--- config.mk ---
export PLATFORM = sky130hd
export DESIGN_NAME = apple1_bus_ctrl_flat
export DESIGN_NICKNAME = d
export VERILOG_FILES = /design/src/rtl/apple1_bus_if.sv /design/src/rtl/apple1_bus_ctrl.sv /design/src/flat_wrapper.sv
export SDC_FILE = /design/constraint.sdc
export NUM_CORES = 1
export LEC_CHECK = 0
export BUFFER_PORTS_ARGS = -buffer_cell sky130_fd_sc_hd__clkbuf_2
export CORE_AREA = 4 4 173 175
export CTS_CLUSTER_DIAMETER = 50
export DETAILED_ROUTE_END_ITERATION = 8
export DIE_AREA = 0 0 177 179
export PLACE_DENSITY = 0.51
export SETUP_SLACK_MARGIN = 0.15
export SLEW_MARGIN = 15
export SYNTH_ARGS = -nofsm -noshare
export SYNTH_HDL_FRONTEND = slang
export SYNTH_SLANG_ARGS = --single-unit
--- constraint.sdc ---
create_clock -name clk25 -period 8.74 [get_ports clk25]
set_clock_uncertainty 0.05 [all_clocks]
set_input_delay 1.748 -clock clk25 [delete_from_list [all_inputs] [get_ports clk25]]
set_output_delay 1.748 -clock clk25 [all_outputs]
set_load 0.02 [all_outputs]
--- src/rtl/apple1_bus_if.sv ---
// CPU-side bus of the Apple-1 fabric: address/data/strobe from the 6502, read data and ready back.
// Handshake: an access completes on the clk25 edge where cpu_clken & ready are both high;
// with ready low the CPU must hold ab/dbo/we stable, and a changed ab abandons the pending access.
interface apple1_bus_if;
    logic        cpu_clken;
    logic [15:0] ab;
    logic [7:0]  dbo;
    logic        we;
    logic [7:0]  dbi;
    logic        ready;

    modport master (output cpu_clken, ab, dbo, we, input dbi, ready);
    modport slave  (input cpu_clken, ab, dbo, we, output dbi, ready);
endinterface

--- src/rtl/apple1_bus_ctrl.sv ---
// Apple-1 CPU bus fabric: address decode to NSLOT chip selects, read mux, per-slot
// wait states, a small control-register bank and an unmapped-write error log.
module apple1_bus_ctrl #(
    parameter int              NSLOT    = 8,
    parameter int              WAIT_W   = 3,
    parameter int              NREG     = 4,
    parameter logic [15:0]     REG_BASE = 16'hC000,
    parameter logic [NREG*8-1:0] REG_INIT = '0
) (
    input  logic                    clk25,
    input  logic                    rst,
    apple1_bus_if.slave             bus,
    input  logic [NSLOT*16-1:0]     slot_base,
    input  logic [NSLOT*16-1:0]     slot_mask,
    input  logic [NSLOT*WAIT_W-1:0] slot_wait,
    input  logic [NSLOT*8-1:0]      slot_dout,
    input  logic                    clr_err,
    output logic [NSLOT-1:0]        slot_cs,
    output logic [NSLOT-1:0]        slot_en,
    output logic                    slot_we,
    output logic [NREG*8-1:0]       reg_out,
    output logic                    bus_err,
    output logic [15:0]             err_addr,
    output logic                    dbg_state
);
    localparam int IDX_W  = $clog2(NREG);
    localparam int SLOT_W = (NSLOT > 1) ? $clog2(NSLOT) : 1;

    typedef enum logic {S_IDLE = 1'b0, S_WAIT = 1'b1} state_t;

    state_t              state_q, state_d;
    logic [WAIT_W-1:0]   cnt_q, cnt_d;
    logic [15:0]         lat_ab_q, lat_ab_d;

    logic                reg_hit, slot_hit, slot_sel, unmapped;
    logic [SLOT_W-1:0]   sel;
    logic [WAIT_W-1:0]   w_sel;
    logic [IDX_W-1:0]    reg_idx;
    logic                done, xfer;

    assign reg_idx = bus.ab[IDX_W-1:0];

    // Decode: scan from the top so the lowest hitting slot index is the one kept.
    always_comb begin
        reg_hit  = (bus.ab[15:IDX_W] == REG_BASE[15:IDX_W]);
        slot_hit = 1'b0;
        sel      = '0;
        for (int i = NSLOT - 1; i >= 0; i--) begin
            if ((bus.ab & slot_mask[i*16 +: 16]) == (slot_base[i*16 +: 16] & slot_mask[i*16 +: 16])) begin
                slot_hit = 1'b1;
                sel      = SLOT_W'(i);
            end
        end
        slot_sel = slot_hit & ~reg_hit;
        unmapped = ~reg_hit & ~slot_hit;
        slot_cs  = '0;
        for (int i = 0; i < NSLOT; i++) begin
            slot_cs[i] = slot_sel && (sel == SLOT_W'(i));
        end
        w_sel = slot_sel ? slot_wait[sel*WAIT_W +: WAIT_W] : '0;
        if (reg_hit)
            bus.dbi = reg_out[reg_idx*8 +: 8];
        else if (slot_hit)
            bus.dbi = slot_dout[sel*8 +: 8];
        else
            bus.dbi = 8'hFF;
    end

    // Wait-state FSM: an address change while waiting drops the access without completing it.
    always_comb begin
        state_d  = state_q;
        cnt_d    = cnt_q;
        lat_ab_d = lat_ab_q;
        done     = 1'b0;
        case (state_q)
            S_IDLE: begin
                done = (w_sel == '0);
                if (bus.cpu_clken && (w_sel != '0)) begin
                    state_d  = S_WAIT;
                    cnt_d    = w_sel - WAIT_W'(1);
                    lat_ab_d = bus.ab;
                end
            end
            S_WAIT: begin
                if (bus.ab != lat_ab_q) begin
                    state_d = S_IDLE;
                end else begin
                    done = (cnt_q == '0);
                    if (bus.cpu_clken) begin
                        if (cnt_q != '0) cnt_d   = cnt_q - WAIT_W'(1);
                        else             state_d = S_IDLE;
                    end
                end
            end
            default: state_d = S_IDLE;
        endcase
    end

    always_ff @(posedge clk25 or posedge rst) begin
        if (rst) begin
            state_q  <= S_IDLE;
            cnt_q    <= '0;
            lat_ab_q <= '0;
        end else begin
            state_q  <= state_d;
            cnt_q    <= cnt_d;
            lat_ab_q <= lat_ab_d;
        end
    end

    assign bus.ready = done & ~rst;
    assign xfer      = bus.cpu_clken & bus.ready;
    assign slot_en   = slot_cs & {NSLOT{xfer}};
    assign slot_we   = bus.we & (|slot_en);
    assign dbg_state = (state_q == S_WAIT);

    always_ff @(posedge clk25 or posedge rst) begin
        if (rst) begin
            reg_out <= REG_INIT;
        end else if (reg_hit && bus.we && xfer) begin
            reg_out[reg_idx*8 +: 8] <= bus.dbo;
        end
    end

    // A new error on the same edge as a clear re-arms the log with the new address.
    always_ff @(posedge clk25 or posedge rst) begin
        if (rst) begin
            bus_err  <= 1'b0;
            err_addr <= '0;
        end else if (unmapped && bus.we && xfer) begin
            bus_err <= 1'b1;
            if (!bus_err || clr_err) err_addr <= bus.ab;
        end else if (clr_err) begin
            bus_err <= 1'b0;
        end
    end
endmodule
--- src/flat_wrapper.sv ---
// flat-port wrapper written by rule: the top's interface ports become plain ports
module apple1_bus_ctrl_flat 
#(
    parameter int              NSLOT    = 8,
    parameter int              WAIT_W   = 3,
    parameter int              NREG     = 4,
    parameter logic [15:0]     REG_BASE = 16'hC000,
    parameter logic [NREG*8-1:0] REG_INIT = '0
)
  (clk25, rst, slot_base, slot_mask, slot_wait, slot_dout, clr_err, slot_cs, slot_en, slot_we, reg_out, bus_err, err_addr, dbg_state, bus_cpu_clken, bus_ab, bus_dbo, bus_we, bus_dbi, bus_ready);
  apple1_bus_if bus_i ();
  input  logic clk25;
  input  logic rst;
  input  logic [NSLOT*16-1:0] slot_base;
  input  logic [NSLOT*16-1:0] slot_mask;
  input  logic [NSLOT*WAIT_W-1:0] slot_wait;
  input  logic [NSLOT*8-1:0] slot_dout;
  input  logic clr_err;
  output logic [NSLOT-1:0] slot_cs;
  output logic [NSLOT-1:0] slot_en;
  output logic slot_we;
  output logic [NREG*8-1:0] reg_out;
  output logic bus_err;
  output logic [15:0] err_addr;
  output logic dbg_state;
  input wire logic [$bits(bus_i.cpu_clken)-1:0] bus_cpu_clken;
  input wire logic [$bits(bus_i.ab)-1:0] bus_ab;
  input wire logic [$bits(bus_i.dbo)-1:0] bus_dbo;
  input wire logic [$bits(bus_i.we)-1:0] bus_we;
  output wire logic [$bits(bus_i.dbi)-1:0] bus_dbi;
  output wire logic [$bits(bus_i.ready)-1:0] bus_ready;
  assign bus_i.cpu_clken = bus_cpu_clken;
  assign bus_i.ab = bus_ab;
  assign bus_i.dbo = bus_dbo;
  assign bus_i.we = bus_we;
  assign bus_dbi = bus_i.dbi;
  assign bus_ready = bus_i.ready;
  apple1_bus_ctrl #(.NSLOT(NSLOT), .WAIT_W(WAIT_W), .NREG(NREG), .REG_BASE(REG_BASE), .REG_INIT(REG_INIT)) u_core (.clk25(clk25), .rst(rst), .bus(bus_i), .slot_base(slot_base), .slot_mask(slot_mask), .slot_wait(slot_wait), .slot_dout(slot_dout), .clr_err(clr_err), .slot_cs(slot_cs), .slot_en(slot_en), .slot_we(slot_we), .reg_out(reg_out), .bus_err(bus_err), .err_addr(err_addr), .dbg_state(dbg_state));
endmodule
==> summary.md <==
| Metric | Value |
|---|---|
| Post-synthesis async set-or-reset flop share | `100%` |
| Slew margin rel. | `34.0%` |
| Count of pins over their slew limit | `0` |
| Die Span Y | `179 um` |
| Total Wirelength | `34.4 mm` |
| CTS Sinks | `69` |
| Clock transition at the registers of the reported paths | `0.06 ns` |
| Total die area | `31700 sq um` |
| Vias in the first global route | `7225` |
| DIE WIDTH | `177 um` |
| Endpoints failing setup | `0` |
| Post-Syn Nets | `1054` |
| Leading area contributor after synthesis | `dfrtp_1` |
| Cells after DPL | `1478` |
| Fin crit period | `8.16 ns` |
| Grt total ovfl | `0` |
| Min-Delay Path Class | `flop to flop` |
| Run status | `finished clean` |
| CTS tree | `done` |
| Final Util | `32.1%` |
| Gp weighted congestion | `0.884` |
| Net count, final | `1484` |
| CP max stage delay | `0.63 ns` |
| Register-to-Register Path Depth | `8` |
| I/O pin cnt | `449` |
| H-tree depth | `3` |
| Synth top area share | `27.3%` |
| Lkg Pwr | `0.00454 uW` |
| Core ar. | `28500 sq um` |
| Total CTS buffers | `9` |
| Antenna violations before repair | `2` |
| Cell area after synthesis | `6320 sq um` |
| Crit path arrival time | `6.37 ns` |
| Top-count cell post-synth | `xor2_1` |
| Worst EP required | `6.94 ns` |
| Cell Chain, Critical Path | `clkbuf_2, xor2_1, a22oi_1, nand4_1, or2_2, a211oi_1, a21o_1, mux2_4, a221o_1, a2111oi_4, a22o_4, and2_1, nor2b_1, clkbuf_2` |
| Unrepaired setup endpoints after global routing | `false` |
| Max Buffers Root-to-Sink | `2` |
| Non-Filler Instances | `1495` |
| Post-CTS setup buffers | `0` |
| DR iter-0 viols | `382` |
| Routed wire per std cell | `23.0 um` |
| # resized after CTS | `0` |
| Top area cells in the synthesized netlist | `dfrtp_1 27%, xor2_1 19%, a22oi_1 7.8%` |
| Yosys Warn Count | `0` |
| GRT Total Usage | `20.2%` |
| Largest net degree at the start of global routing | `39` |
| Clk_lat worst skew | `0.34 ns` |
| EDFF count, synth | `0` |
| Number of max-cap violations | `0` |
| Final period util | `93.4%` |
| Critical-path top delay cell | `a211oi_1` |
| Footprint of the multi-input gates | `4320 sq um` |
| Final Hold Viols | `0` |
| Final ANT Viol Nets | `0` |
| CP Capture Type | `output port` |
| Syn_area_per_cell | `9.36 sq um` |
| Count of cell types in the netlist | `57` |
| Seq/Total Area, Yosys | `27.3%` |
| Final Power | `1310 uW` |
| Classification of the worst setup path | `input port to output port` |
| PwrDens | `143 nW/um^2` |
| Sequential Area | `1730 sq um` |
| Startpoint types | `input port` |
| Fillers | `3056` |
| Worst vdd ir | `68.4 uV` |
| Maximum clock rate | `122 MHz` |
| Vias | `7167` |
| Hold buffers post-CTS | `0` |
| CP dominant cell by count | `clkbuf_2` |
| Crit path max fanout | `19` |
| Cells after synthesis | `675` |
| Top post-synthesis cells by count | `134 x xor2_1, 69 x dfrtp_1, 66 x a22oi_1` |
| Synth Flop Type | `dfrtp_1` |
| WHS | `0.435 ns` |
| Drt drc | `0` |
| Detailed Place HPWL | `28.4 mm` |
| Area delta synth->final | `44.8%` |
| Port bufs | `448` |
| Root buffer cell | `clkbuf_16` |
| Slew @ Worst Pin | `0.982 ns` |
| Layout cells sized above 1 | `47.1%` |
| Hold path depth | `1` |
| First-pass GRT wire length | `47.4 mm` |
| Initial DRT Pass Iterations | `5` |
| Final TNS setup | `0 ns` |
| Initial core utilization | `22.2%` |
| DR vias/cell | `4.79` |
| Flops & latches, synth | `69` |
| Number of cell rows | `62` |
## cell type report
type	count	share of cell area, %
Antenna cell	1	0.0273
Clock inverter	6	0.492
Multi-Input combinational cell	562	47.3
Inverter	6	0.246
Clock buffer	10	2.61
Tap cell	384	5.25
Timing Repair Buffer	457	25.2
Sequential cell	69	18.9
## layer usage
| metal | track usage (%) | up-vias | share of wire (%) |
|---|---|---|---|
| li1 | - | 3358 | - |
| met1 | 26.1 | 3511 | 43 |
| met2 | 34.8 | 264 | 49 |
| met3 | 4.24 | 30 | 6.5 |
| met4 | 4.13 | 4 | 1.2 |
| met5 | 0 | - | 0.073 |
## sequential cells by signal (all words and copies together), names as in the netlist
register	count
u_core.reg_out	32
u_core.err_addr	16
u_core.lat_ab_q	16
u_core.cnt_q	3
u_core.bus_err	1
u_core.dbg_state	1
## through the flow
stage	setup WS, ns	cell area (sq um)
2_1_floorplan	1.80	6320
3_5_place_dp	0.537	8860
4_1_cts	0.517	9150
5_1_grt	0.351	9150
6_report	0.576	9150
3_3_place_gp	0.688	8860
## placed cells by master, fill, tap and decap left out, types with 3 or more instances in the layout
| cell | count |
|---|---|
| inv_1 | 5 |
| clkbuf_16 | 9 |
| a21o_1 | 3 |
| a211oi_1 | 20 |
| and4_1 | 3 |
| mux2i_1 | 21 |
| mux2_1 | 10 |
| dfrtp_1 | 69 |
| nor2b_1 | 3 |
| o21ai_0 | 26 |
| a22oi_1 | 66 |
| o21a_1 | 5 |
| clkbuf_2 | 448 |
| a21oi_1 | 16 |
| clkinvlp_4 | 3 |
| or2_2 | 4 |
| and2_1 | 17 |
| buf_4 | 9 |
| nand3_1 | 3 |
| nand4_1 | 22 |
| ha_1 | 6 |
| nand2b_1 | 4 |
| mux2_2 | 28 |
| o22ai_1 | 6 |
| nor2_1 | 42 |
| xor2_1 | 134 |
| nor4_1 | 6 |
| a22o_1 | 24 |
| nand2_1 | 39 |
| xnor2_1 | 11 |
| mux4_2 | 8 |
| nor3_1 | 6 |
## power by group
part | internal [uW] | total, uW | leakage (uW) | switching [uW]
clock | 201 | 350 | 0.000132 | 149
combinational | 240 | 516 | 0.00353 | 276
sequential | 396 | 443 | 0.000887 | 47.3
total | 836 | 1310 | 0.00454 | 472
## worst max-delay path, delay by kind of cell
kind            cells  cell delay, ns
xor+xnor            1            0.30
simple gates        4            0.93
buf+inv             2            0.62
mux                 1            0.35
compound gates      6            2.42
## logic make-up (layout without fill, tap and decap cells)
family,after synthesis,in the layout,share of synthesized area (%)
simple gates,162,162,13.0
mux,68,68,13.2
flops,69,69,27.3
compound gates,181,181,20.7
fa+ha+maj,6,6,1.19
buf+inv,44,479,4.43
other cells,0,1,0
xor+xnor,145,145,20.1
## path summary, 6_finish.rpt
check / start / endpoint / slack, ns
max: bus_ab[0] / slot_we / 0.58
min: u_core.err_addr[3]$_DFFE_PP0P_ / u_core.err_addr[3]$_DFFE_PP0P_ / 0.44
max reg2reg: u_core.lat_ab_q[2]$_DFFE_PP0P_ / u_core.err_addr[13]$_DFFE_PP0P_ / 5.64
min reg2reg: u_core.err_addr[3]$_DFFE_PP0P_ / u_core.err_addr[3]$_DFFE_PP0P_ / 0.44
max in group asynchronous: rst / u_core.cnt_q[0]$_DFFE_PP0P_ / 6.17
min in group asynchronous: rst / u_core.dbg_state$_DFF_PP0_ / 1.50
Note: power is estimated with default switching activity, not from simulation.
